**src/rtl/uart_echo_ctrl.sv**
```systemverilog
// CoreUART echo sequencer: RX handshake FSM -> byte FIFO -> TX handshake FSM.
// Optional build macro ECHO_UPCASE_EN maps 'a'..'z' to upper case on transmit.
module uart_echo_ctrl #(
   parameter int FIFO_AW     = 4,
   parameter int ACK_TIMEOUT = 64
) (
   input  logic               clk,
   input  logic               rst,
   input  logic               rxrdy,
   input  logic [7:0]         rx_data,
   output logic               oen,
   input  logic               txrdy,
   output logic [7:0]         tx_data,
   output logic               wen,
   output logic [FIFO_AW:0]   fifo_level,
   output logic               overflow,
   output logic               hs_error
);
   localparam int DEPTH = 2 ** FIFO_AW;
   localparam int CW    = $clog2(ACK_TIMEOUT + 1);
   localparam logic [CW-1:0]    TO_LAST  = CW'(ACK_TIMEOUT - 1);
   localparam logic [FIFO_AW:0] FULL_LVL = (FIFO_AW + 1)'(DEPTH);

   typedef enum logic {RX_IDLE, RX_ACK} rx_state_t;
   typedef enum logic [1:0] {TX_IDLE, TX_STROBE, TX_BUSY, TX_DONE} tx_state_t;

   rx_state_t          rx_state_r, rx_state_s;
   tx_state_t          tx_state_r, tx_state_s;
   logic [CW-1:0]      rx_cnt_r, rx_cnt_s, tx_cnt_r, tx_cnt_s;
   logic               rx_armed_r, rx_armed_s;
   logic               oen_r, oen_s, wen_r, wen_s;
   logic [7:0]         tx_data_r, tx_data_s;
   logic [FIFO_AW:0]   level_r, level_s;
   logic [FIFO_AW-1:0] wr_ptr_r, rd_ptr_r;
   logic               overflow_r, hs_error_r;
   logic               push_s, pop_s, drop_s, rx_to_s, tx_to_s;
   logic [7:0]         mem [DEPTH];

   function automatic logic [7:0] echo_map(input logic [7:0] b);
`ifdef ECHO_UPCASE_EN
      if (b >= 8'h61 && b <= 8'h7A) begin
         echo_map = b & 8'hDF;
      end else begin
         echo_map = b;
      end
`else
      echo_map = b;
`endif
   endfunction

   // RX handshake: accept a byte, hold oen low until rxrdy drops or timeout
   always_comb begin
      rx_state_s = rx_state_r;
      rx_cnt_s   = rx_cnt_r;
      rx_armed_s = rx_armed_r;
      oen_s      = oen_r;
      push_s     = 1'b0;
      drop_s     = 1'b0;
      rx_to_s    = 1'b0;
      case (rx_state_r)
         RX_IDLE: begin
            if (rxrdy && rx_armed_r) begin
               rx_state_s = RX_ACK;
               rx_cnt_s   = '0;
               oen_s      = 1'b0;
               if (level_r < FULL_LVL) begin
                  push_s = 1'b1;
               end else begin
                  drop_s = 1'b1;
               end
            end else begin
               rx_armed_s = rx_armed_r | ~rxrdy;
            end
         end
         RX_ACK: begin
            if (!rxrdy) begin
               rx_state_s = RX_IDLE;
               oen_s      = 1'b1;
               rx_armed_s = 1'b1;
            end else if (rx_cnt_r == TO_LAST) begin
               // after a timeout the same byte must not be re-read
               rx_state_s = RX_IDLE;
               oen_s      = 1'b1;
               rx_armed_s = 1'b0;
               rx_to_s    = 1'b1;
            end else begin
               rx_cnt_s = rx_cnt_r + CW'(1);
            end
         end
         default: begin
            rx_state_s = RX_IDLE;
            oen_s      = 1'b1;
         end
      endcase
   end

   // TX handshake: pop, one-cycle wen strobe, then follow txrdy low/high
   always_comb begin
      tx_state_s = tx_state_r;
      tx_cnt_s   = tx_cnt_r;
      tx_data_s  = tx_data_r;
      wen_s      = 1'b1;
      pop_s      = 1'b0;
      tx_to_s    = 1'b0;
      case (tx_state_r)
         TX_IDLE: begin
            if (level_r != '0 && txrdy) begin
               pop_s      = 1'b1;
               tx_data_s  = echo_map(mem[rd_ptr_r]);
               wen_s      = 1'b0;
               tx_state_s = TX_STROBE;
            end else begin
               tx_state_s = TX_IDLE;
            end
         end
         TX_STROBE: begin
            tx_state_s = TX_BUSY;
            tx_cnt_s   = '0;
         end
         TX_BUSY: begin
            if (!txrdy) begin
               tx_state_s = TX_DONE;
            end else if (tx_cnt_r == TO_LAST) begin
               tx_state_s = TX_IDLE;
               tx_to_s    = 1'b1;
            end else begin
               tx_cnt_s = tx_cnt_r + CW'(1);
            end
         end
         TX_DONE: begin
            if (txrdy) begin
               tx_state_s = TX_IDLE;
            end else begin
               tx_state_s = TX_DONE;
            end
         end
         default: begin
            tx_state_s = TX_IDLE;
         end
      endcase
   end

   // FIFO occupancy; a same-cycle push and pop cancel
   always_comb begin
      case ({push_s, pop_s})
         2'b10:   level_s = level_r + (FIFO_AW + 1)'(1);
         2'b01:   level_s = level_r - (FIFO_AW + 1)'(1);
         default: level_s = level_r;
      endcase
   end

   // State, pointer and registered-output update
   always_ff @(posedge clk) begin
      if (rst) begin
         rx_state_r <= RX_IDLE;
         tx_state_r <= TX_IDLE;
         rx_cnt_r   <= '0;
         tx_cnt_r   <= '0;
         rx_armed_r <= 1'b1;
         oen_r      <= 1'b1;
         wen_r      <= 1'b1;
         tx_data_r  <= 8'h00;
         level_r    <= '0;
         wr_ptr_r   <= '0;
         rd_ptr_r   <= '0;
         overflow_r <= 1'b0;
         hs_error_r <= 1'b0;
      end else begin
         rx_state_r <= rx_state_s;
         tx_state_r <= tx_state_s;
         rx_cnt_r   <= rx_cnt_s;
         tx_cnt_r   <= tx_cnt_s;
         rx_armed_r <= rx_armed_s;
         oen_r      <= oen_s;
         wen_r      <= wen_s;
         tx_data_r  <= tx_data_s;
         level_r    <= level_s;
         wr_ptr_r   <= wr_ptr_r + FIFO_AW'(push_s);
         rd_ptr_r   <= rd_ptr_r + FIFO_AW'(pop_s);
         overflow_r <= overflow_r | drop_s;
         hs_error_r <= hs_error_r | rx_to_s | tx_to_s;
      end
   end

   // FIFO storage holds raw received bytes
   always_ff @(posedge clk) begin
      if (push_s) begin
         mem[wr_ptr_r] <= rx_data;
      end
   end

   assign oen        = oen_r;
   assign wen        = wen_r;
   assign tx_data    = tx_data_r;
   assign fifo_level = level_r;
   assign overflow   = overflow_r;
   assign hs_error   = hs_error_r;
endmodule

```
**config.mk**
```make
export PLATFORM = sky130hd
export DESIGN_NAME = uart_echo_ctrl
export DESIGN_NICKNAME = d
export VERILOG_FILES = /design/src/rtl/uart_echo_ctrl.sv
export SDC_FILE = /design/constraint.sdc
export NUM_CORES = 1
export LEC_CHECK = 0
export ABC_AREA = 1
export BUFFER_PORTS_ARGS = -buffer_cell sky130_fd_sc_hd__buf_2
export CAP_MARGIN = 20
export CORE_MARGIN = 5
export CORE_UTILIZATION = 45
export CTS_CLUSTER_SIZE = 40
export DETAILED_ROUTE_END_ITERATION = 8
export PLACE_DENSITY = 0.73
export SLEW_MARGIN = 20
export SYNTH_ARGS = -nofsm -noshare
export SYNTH_HDL_FRONTEND = slang
export SYNTH_SLANG_ARGS = --single-unit
```
**constraint.sdc**
```tcl
create_clock -name clk -period 2.7 [get_ports clk]
set_input_delay 0.405 -clock clk [delete_from_list [all_inputs] [get_ports clk]]
set_output_delay 0.405 -clock clk [all_outputs]
set_load 0.01 [all_outputs]
```
Yosys cells after proc, flatten, opt, wreduce, memory -nomap -nowiden
Memory sizes are Yosys's and may differ from the RTL's. A register that Yosys moved wholly into a read port is not among the register bits.
Index checks and enable logic that the tools add are counted.
{ "word_totals": {"reg_bits": 35, "latch_bits": 0, "ram_bits": 128, "mem_bits_ro": 0, "input_bits": 12, "output_inout_bits": 17, "elab_cells": 96, "memories": 1} }
{ "classes": {"addsub": 6, "mul": 0, "n_div": 0, "n_lt_le_gt_ge": 1, "n_eq_ne": 15, "shift": 0, "mux": 42, "bitwise": 7, "reduce_logical": 12} }
{ "memory_table": {"columns": ["memory", "depth", "word_bits", "read_ports", "rd_ports_with_merged_regs", "write_ports", "line", "rtl"], "rows": [
  ["mem", 16, 8, 1, 1, 1, "37", "logic [7:0] mem [DEPTH];"]
]} }
{ "op_table": {"columns": ["cell", "n"], "rows": [
  ["$mux 7", 5],
  ["$pmux 7 s2", 2],
  ["$mux 1", 27],
  ["$add 7x1->7 const B", 2],
  ["$eq 7x6->1 const B", 2],
  ["$ne 2x2->1 const B", 6],
  ["$pmux 5 s2", 1],
  ["$add 4x1->4", 2],
  ["$pmux 2 s4", 1],
  ["$eq 2x2->1 const B", 3],
  ["$mux 2", 3],
  ["$pmux 1 s2", 3],
  ["$reduce_and 2->1", 3],
  ["$reduce_and 3->1", 2],
  ["$add 5x1->5 const B", 1],
  ["$lt 5x5->1 const B", 1],
  ["$reduce_bool 5->1", 1],
  ["$sub 5x1->5 const B", 1],
  ["$eq 2x1->1 const B", 2],
  ["$or 1x1->1", 4],
  ["$reduce_bool 2->1", 2],
  ["$ne 3x2->1 const B", 1],
  ["$ne 3x3->1 const B", 1],
  ["$not 1->1", 3],
  ["other kinds (3)", 4]
]} }

Logic depth before layout (Yosys ltp)
Gate-level depths: netlist (run 1).
{ "depth": {"depth_word": 6, "depth_mapped": 16, "depth_no_buf": 16} }

Least setup slack after synthesis (run 1)
OpenSTA, ideal clock, no wires.
{ "synth_timing": {"path_kind": "reg2reg", "startpoint": "reg level_r[4], in the netlist fifo_level[4]", "endpoint": "reg level_r[4], in the netlist fifo_level[4]", "setup_time_ns": 0.070, "arrival_ns": 2.051, "required_time_ns": 2.630, "slack_ns": 0.579, "path_stages_with_launch": 17, "n_path_buf": 1, "period_less_slack_ns": 2.121, "path_cell_list": "dfxtp_1 nor2_1 nand3_1 nand4_2 clkinv_4 buf_8 ha_1 xor2_1 ha_1 inv_1 nand2_1 nand3_1 nand2_1 nand2_1 nand2_1 nand2_1 a21oi_1"} }
{ "synth_between": {"elab_chain_len": 6, "word_cells_on_any_way": 14, "cone_classes": "2 x add/sub; 1 x order compare; 2 x eq/ne; 6 x mux; 3 x reduce/logical"} }
{ "synth_rtl": {"columns": ["item", "line", "rtl"], "rows": [
  ["start: declaration", "33", "logic [FIFO_AW:0] level_r, level_s;"],
  ["start signal: assignment", "177", "level_r <= level_s;"],
  ["$lt 5x5->1 or $reduce_bool 5->1 (tied branches)", "66, 107", null],
  ["$mux 1 or $logic_and 1x1->1 (tied branches)", "66, 107", null],
  ["$mux 1, on equally long branches", "62, 107", null],
  ["$mux 1, on equally long branches", "60, 105", null],
  ["$eq 2x1->1 or $eq 2x2->1 (tied branches)", "145", "case ({push_s, pop_s})"],
  ["$pmux 5 s2 or $reduce_bool 2->1 (tied branches)", null, null]
]} }
Parallel ways exist; a longest one is shown, timed or not.
A chain may end at the register's enable or synchronous reset.

Worst setup path in the final report (run 1)
{ "layout_timing": {"startpoint": "reg rx_armed_r", "endpoint": "reg level_r[4], in the netlist fifo_level[4]"} }
{ "layout_between": {"elab_chain_len": 5, "word_cells_on_any_way": 7, "cone_classes": "2 x eq/ne; 3 x mux; 2 x reduce/logical"} }
{ "layout_rtl": {"columns": ["item", "line", "rtl"], "rows": [
  ["start: declaration", "30", "logic rx_armed_r, rx_armed_s;"],
  ["start signal: assignment", "173", "rx_armed_r <= rx_armed_s;"],
  ["$logic_and 1x1->1 (*)", "62", "if (rxrdy && rx_armed_r) begin"],
  ["$mux 1 (*)", "62", null],
  ["$mux 1 (*)", "60", "case (rx_state_r)"],
  ["$eq 2x1->1 or $eq 2x2->1 (tied branches)", "145", null],
  ["$pmux 5 s2 or $reduce_bool 2->1 (tied branches)", null, null]
]} }
Every way passes the cells marked *; elsewhere a longest branch is shown, timed or not.

==> impl_metrics.yaml, run 1 <==
global_route:
  grt_antenna_before_repair: 0
  grt_overflow: 0
  grt_max_degree: 66
  grt_first_pass_wirelength_um: 26500
  grt_usage_pct: 17.06
  grt_pass1_vias: 5192
logic_synthesis:
  synth_nets: 819
  ys_seq_area_share_pct: 62.23
  syn_inst: 798
  yosys_register_bits: 171
  yosysWarningCount: 0
  synth_cell_types: 34
  netlist_area_um2: 7560
  syn_avg_cell_area_um2: 9.473
layout:
  multi_input_area_um2: 2196
  utilization_pct: 51.34
  layout_common_cells: "nand2_1, edfxtp_1, inv_1"
  nNetsFinal: 859
  final_common_cell: "nand2_1"
  fin_area_um2: 8484
  area_growth_pct: 12.23
  final_layout_size_suffix_gt1_share_pct: 11.76
  fill_cells: 1469
  ff_latch_area_um2: 4706
  antennaDiodeCount: 0
timing:
  timing.fmax_mhz: 454.4
  hold_violations: 0
  final-max-slew-violation-count: 0
  tns_ns: 0
  period_needed_ns: 2.201
  finalSetupViolCount: 0
  setup_ws_ns: 0.4994
  tightestPinTransition_ns: 0.6993
  post-route-period-util_pct: 81.50
  rsz0062_at_grt: "false"
  slew_headroom_pct: 53.38
  holdWs_ns: 0.1993
  fin_skew_ns: 0.008358
cts:
  clock-sinks: 171
  cts_root_buffer: "clkbuf_16"
  tritoncts: "yes"
  cts_buffer_depth: 2
  cts_resized: 0
  cts_setup_buffers: 0
  numCtsBuffers: 17
  clkTransAtPathRegs_ns: 0.06
  htree_levels: 4
  clock_latency_ns: 0.43
  ctsHoldBuffers: 0
route:
  via_count: 5351
  wirelength_um: 15920
  wl_per_cell_um: 14.87
  final_antenna_net_count: 0
  firstDrtPassIters: 5
  dr.first_iter.drc_count: 400
  drc_errors: 0
  vias_per_cell: 5.001
worst_setup_path:
  r2r_setup_slack_ns: 0.50
  crit_fanout: 6
  start_kind: "register"
  crit_type: "register to register"
  regToRegEndpoint: "fifo_level[4]$_SDFFE_PP0P_"
  critPathCaptureType: "register"
  worstPathArrival_ns: 2.56
  worstPathRequired_ns: 3.06
  timing.rr.start: "rx_armed_r$_SDFFE_PP1P_"
  startpoint: "rx_armed_r$_SDFFE_PP1P_"
  rr_worst_depth: 16
place:
  place_congestion: 0.9127
  hpwl_um: 10420
  io_buffers: 28
  post-place-ws_ns: 0.3080
  post_dp_cell_area_um2: 7935
floorplan:
  dieWidth_um: 139.6
  die_area_um2: 19490
  core_um2: 16520
  die_y_um: 139.6
  rows: 47
  ioPinCount: 29
  initial_core_util_pct: 45.75
pwr:
  ir_worst_vdd_uv: 518.7
  p_leak_nw: 3.609
  power_density_nw_per_um2: 814.0
worst_hold_path:
  whs_path_depth: 2
  hold_path_class: "primary input to register"
  min-delay-start: "rxrdy"
  hold_end: "rx_armed_r$_SDFFE_PP1P_"
run:
  maxCapViolCount: 0
run_status:
  status: "completed"
==> registers in the layout, indices dropped and copies added (netlist names) <==
signal / count
hs_error: 1
rd_ptr_r: 4
rx_armed_r: 1
mem: 128
oen: 1
tx_cnt_r: 7
overflow: 1
wen: 1
tx_data: 8
rx_cnt_r: 7
fifo_level: 5
rx_state_r: 1
wr_ptr_r: 4
tx_state_r: 2
==> cells in the mapped netlist <==
library cell | instances | area, um^2
nor2_1 | 70 | 262.8
buf_8 | 2 | 30.03
inv_1 | 111 | 416.7
nor3_1 | 1 | 5.000
a21oi_1 | 23 | 115.1
buf_1 | 1 | 3.750
edfxtp_1 | 128 | 3844
inv_2 | 4 | 15.01
xor2_1 | 4 | 35.03
clkinv_2 | 1 | 5.000
nand4_1 | 4 | 25.02
nand2_1 | 224 | 840.8
clkinv_4 | 1 | 8.760
a21oi_2 | 1 | 8.760
o21ai_0 | 16 | 80.08
o21ai_2 | 1 | 8.760
nand2_2 | 1 | 6.260
a21boi_1 | 1 | 7.510
buf_2 | 18 | 90.09
o21ai_1 | 2 | 10.01
nand3_2 | 2 | 20.02
clkinv_1 | 2 | 7.510
buf_6 | 7 | 78.83
nand3b_1 | 2 | 15.01
nand3_1 | 107 | 535.5
nor2_4 | 2 | 22.52
nor2_2 | 2 | 12.51
xnor2_1 | 2 | 17.52
ha_1 | 9 | 112.6
nand2_4 | 3 | 33.78
clkbuf_1 | 1 | 3.750
nand4_2 | 1 | 12.51
o2111ai_1 | 1 | 8.760
dfxtp_1 | 43 | 860.8
==> where the power goes <==
part / switching, mW / internal [mW] / total, mW
combinational: 1.03 / 0.496 / 1.53
sequential: 0.111 / 2.99 / 3.10
clock: 1.01 / 1.27 / 2.28
==> cell type report <==
cell class              count  area share [%]
flip-flops and latches    171           55.46
well taps                 220           3.244
multi-input cells         479           25.88
clock buffers              17           5.014
inverters                 119           5.338
repair buffers             50           3.598
clock inverters            14           1.460
==> cells by family (layout without fill, tap and decap cells) <==
family | count (synthesis) | count (layout) | synth area share (%)
simple gates | 419 | 419 | 23.70
flops | 171 | 171 | 62.23
buf+inv | 148 | 200 | 8.722
compound gates | 45 | 45 | 3.161
fa+ha+maj | 9 | 9 | 1.490
xor+xnor | 6 | 6 | 0.6951
==> critical path: stages (launching register included) <==
cell     delay, ns
dfxtp_1       0.33
nand2_1       0.07
nor2_1        0.13
inv_1         0.14
nor2_4        0.16
inv_1         0.09
ha_1          0.28
xor2_1        0.20
ha_1          0.17
inv_1         0.03
nand2_1       0.09
nand3_1       0.11
nand2_1       0.08
nand2_1       0.05
nand2_1       0.05
nand2_1       0.04
a21oi_1       0.10
==> layer usage <==
layer / global-route usage, % / part of all wire (%)
met1: 21.74 / 42
met3: 3.156 / 4.9
met2: 28.42 / 49
met4: 7.802 / 3.4
met5: 0 / 0
==> worst max path at each step <==
stage                                      end
finish              fifo_level[4]$_SDFFE_PP0P_
floorplan           fifo_level[4]$_SDFFE_PP0P_
detailed placement  fifo_level[4]$_SDFFE_PP0P_
global route        fifo_level[4]$_SDFFE_PP0P_
global placement    fifo_level[4]$_SDFFE_PP0P_
CTS                 fifo_level[4]$_SDFFE_PP0P_
==> metrics by stage <==
step	power, mW	instances
4_1_cts	6.953	1070
6_report	6.906	1070
3_5_place_dp	4.689	1039
3_3_place_gp	4.668	1039
2_1_floorplan	4.284	798
5_1_grt	7.318	1070
No activity file was read; power rests on OpenSTA's default activity.
==> inputs of run 2 (changes only) <==
--- a/config.mk
+++ b/config.mk
@@ -5,14 +5,14 @@
 export SDC_FILE = /design/constraint.sdc
 export NUM_CORES = 1
 export LEC_CHECK = 0
-export ABC_AREA = 1
+export ABC_AREA = 0
 export BUFFER_PORTS_ARGS = -buffer_cell sky130_fd_sc_hd__buf_2
 export CAP_MARGIN = 20
 export CORE_MARGIN = 5
 export CORE_UTILIZATION = 45
 export CTS_CLUSTER_SIZE = 40
 export DETAILED_ROUTE_END_ITERATION = 8
-export PLACE_DENSITY = 0.73
+export PLACE_DENSITY = 0.76
 export SLEW_MARGIN = 20
 export SYNTH_ARGS = -nofsm -noshare
 export SYNTH_HDL_FRONTEND = slang
==> constraint.sdc (replaced) <==
create_clock -name clk -period 1.8 [get_ports clk]
set_input_delay 0.27 -clock clk [delete_from_list [all_inputs] [get_ports clk]]
set_output_delay 0.27 -clock clk [all_outputs]
set_load 0.01 [all_outputs]
==> run 2 against run 1 <==
The run now ends with setup timing left. Critical path depth fell by 7. Utilization grew 5.1 points. Final cell count decreased by 29%. Clock power is 52% higher. Area after synthesis fell by 8.6%. Non-clock buffer count grew 40. Critical endpoint unchanged. Highest routed layer unchanged.
==> impl_metrics.yaml, run 2 <==
cts:
  htree_levels: 4
  numCtsBuffers: 17
  tritoncts: "yes"
  clkTransAtPathRegs_ns: 0.06
  ctsHoldBuffers: 0
  cts_root_buffer: "clkbuf_16"
  cts_buffer_depth: 2
  clock-sinks: 171
  clock_latency_ns: 0.42
route:
  wl_per_cell_um: 19.77
  firstDrtPassIters: 6
  via_count: 4314
  drc_errors: 0
  dr.first_iter.drc_count: 402
  vias_per_cell: 5.661
  wirelength_um: 15070
  final_antenna_net_count: 0
timing:
  post-route-period-util_pct: 128.5
  final-max-slew-violation-count: 0
  hold_violations: 0
  rsz0062_at_grt: "true"
  slew_headroom_pct: 62.19
  fin_skew_ns: 0.009284
  finalSetupViolCount: 24
  period_needed_ns: 2.314
  timing.fmax_mhz: 432.2
  setup_ws_ns: -0.5137
  tightestPinTransition_ns: 0.5671
worst_setup_path:
  critPathCaptureType: "register"
  max_stage_delay_ns: 0.41
  crit_fanout: 3
  regToRegEndpoint: "fifo_level[4]$_SDFFE_PP0P_"
  slowest_stage: "a2111oi_4"
  worstPathRequired_ns: 2.11
  r2r_setup_slack_ns: -0.51
  crit_type: "register to register"
  timing.rr.start: "fifo_level[2]$_SDFFE_PP0P_"
  worstPathArrival_ns: 2.63
  endpoint: "fifo_level[4]$_SDFFE_PP0P_"
  rr_worst_depth: 9
  crit_chain: "nor3_4 -> a2111oi_4 -> ha_4 -> xor2_2 -> ha_2 -> a21oi_4 -> nand4bb_1 -> a31oi_1 -> mux2_2"
  startpoint: "fifo_level[2]$_SDFFE_PP0P_"
  start_kind: "register"
run_status:
  status: "finished, violations left"
  violations: "setup timing"
pwr:
  cell_internal_pwr_mw: 7.914
  sequentialPowerShare_pct: 42.4
  ir_worst_vdd_uv: 806.2
  p_comb_share_pct: 26.2
  power_density_nw_per_um2: 1289
  power_frac_clock_pct: 31.4
  p_switching_mw: 3.111
  power_switching_share_pct: 28.21
  p_leak_nw: 2.888
logic_synthesis:
  async_flop_share_pct: 0
  yosysTopAreaCellShare_pct: 55.60
  synth.most_common_cell: "edfxtp_1"
  synth-edff-count: 128
  syn_inst: 476
  synthFlopType: "edfxtp_1"
  netlist_area_um2: 6913
  synth_cell_types: 51
  ys_seq_area_share_pct: 68.05
  synth.cells.most_frequent: "edfxtp_1, mux2i_1, dfxtp_1, nor2_1, o22ai_1"
  synth_nets: 497
  yosys_register_bits: 171
  yosysWarningCount: 0
  ys_top_cells_by_area: "edfxtp_1, dfxtp_1, mux2i_1"
  yosys.area.top_type: "edfxtp_1"
  syn_avg_cell_area_um2: 14.52
layout:
  regMostFlops: "mem"
  utilization_pct: 56.46
  layout_common_cells: "edfxtp_1, mux2i_1, buf_4"
  area_growth_pct: 23.69
  fin_area_um2: 8551
  final_layout_size_suffix_gt1_share_pct: 32.06
  final_common_cell: "edfxtp_1"
  antennaDiodeCount: 0
  nNetsFinal: 582
  instances_no_fill: 762
  largest_register_ffs: 128
place:
  place_congestion: 0.8503
  post_dp_cell_area_um2: 7632
  hpwl_um: 9401
  post-place-ws_ns: -0.4842
  io_buffers: 28
  dp_cells: 719
global_route:
  grt_overflow: 0
  grt_max_degree: 34
  grt_pass1_vias: 4159
  grt_usage_pct: 16.87
  grt_antenna_before_repair: 0
  grt_first_pass_wirelength_um: 22970
floorplan:
  core_um2: 15150
  ioPinCount: 29
  rows: 45
  die_y_um: 133.9
  dieWidth_um: 133.9
  die_area_um2: 17940
  initial_core_util_pct: 45.64
worst_hold_path:
  hold_path_class: "primary input to register"
  whs_path_depth: 1
run:
  maxCapViolCount: 0
run 2: timing repair:
item / 4_1_cts / 5_1_grt
buffers inserted: 4 / 8
resized for setup: 20 / 43
setup endpoints to repair: 40 / 46
gates cloned: 0 / 1
pin swaps: 9 / 19
run 2: cell type report:
cell class                      count  area [um^2]
Fill cell                        1141         6595
Sequential cell                   171         4716
Multi-Input combinational cell    276         2316
Timing Repair Buffer               90        695.7
Clock buffer                       24        514.2
Tap cell                          188        235.2
Clock inverter                      8        55.05
Inverter                            5        18.77
run 2: stage by stage:
stage	setup TNS [ns]	power, mW	hold WS [ns]
3_5_place_dp	-2.035	6.847	0.4565
5_1_grt	-4.368	11.48	0.2361
3_3_place_gp	-1.905	6.746	0.4469
4_1_cts	-1.121	10.50	0.2311
6_report	-2.522	11.02	0.2320
2_1_floorplan	-3.358	6.133	0.3689
run 2: critical path: cells and delay by family, from the launching register on:
family	cells	cell delay [ns]
mux	1	0.36
simple gates	2	0.24
xor+xnor	1	0.18
compound gates	3	0.64
flops	1	0.35
fa+ha+maj	2	0.44
run 2: cells by family (layout without fill, tap and decap cells):
kind of cell    Yosys count  after routing  synth area share [%]
compound gates           73             73                 7.439
xor+xnor                  9              9                 1.140
fa+ha+maj                 9              9                 1.629
buf+inv                  29            127                 1.810
flops                   171            171                 68.05
mux                      59             59                 10.39
simple gates            126            126                 9.539
run 2: how the worst min path moves through the flow:
stage / startpoint / to / slack (ns)
floorplan: rx_data[0] / mem[0][0]$_DFFE_PP_ / 0.37
global placement: tx_cnt_r[6]$_SDFFE_PP0P_ / tx_cnt_r[6]$_SDFFE_PP0P_ / 0.45
global route: rx_data[0] / mem[6][0]$_DFFE_PP_ / 0.24
finish: rx_data[0] / mem[10][0]$_DFFE_PP_ / 0.23
CTS: rx_data[0] / mem[6][0]$_DFFE_PP_ / 0.23
detailed placement: overflow$_SDFF_PP0_ / overflow$_SDFF_PP0_ / 0.46
run 2: power groups by stage:
stage	Combinational (mW)	Clock [mW]	Sequential (mW)
2_1_floorplan	1.35	0	4.78
3_3_place_gp	2.04	0	4.71
3_5_place_dp	2.12	0	4.72
4_1_cts	2.36	3.49	4.65
5_1_grt	3.10	3.68	4.70
6_report	2.89	3.46	4.68
run 2: routing by layer:
layer  part of all wire, %  GRT usage (%)
met5                     0              0
met1                    43          22.19
met3                   4.8          4.651
met4                   1.4          4.000
met2                    51          28.05
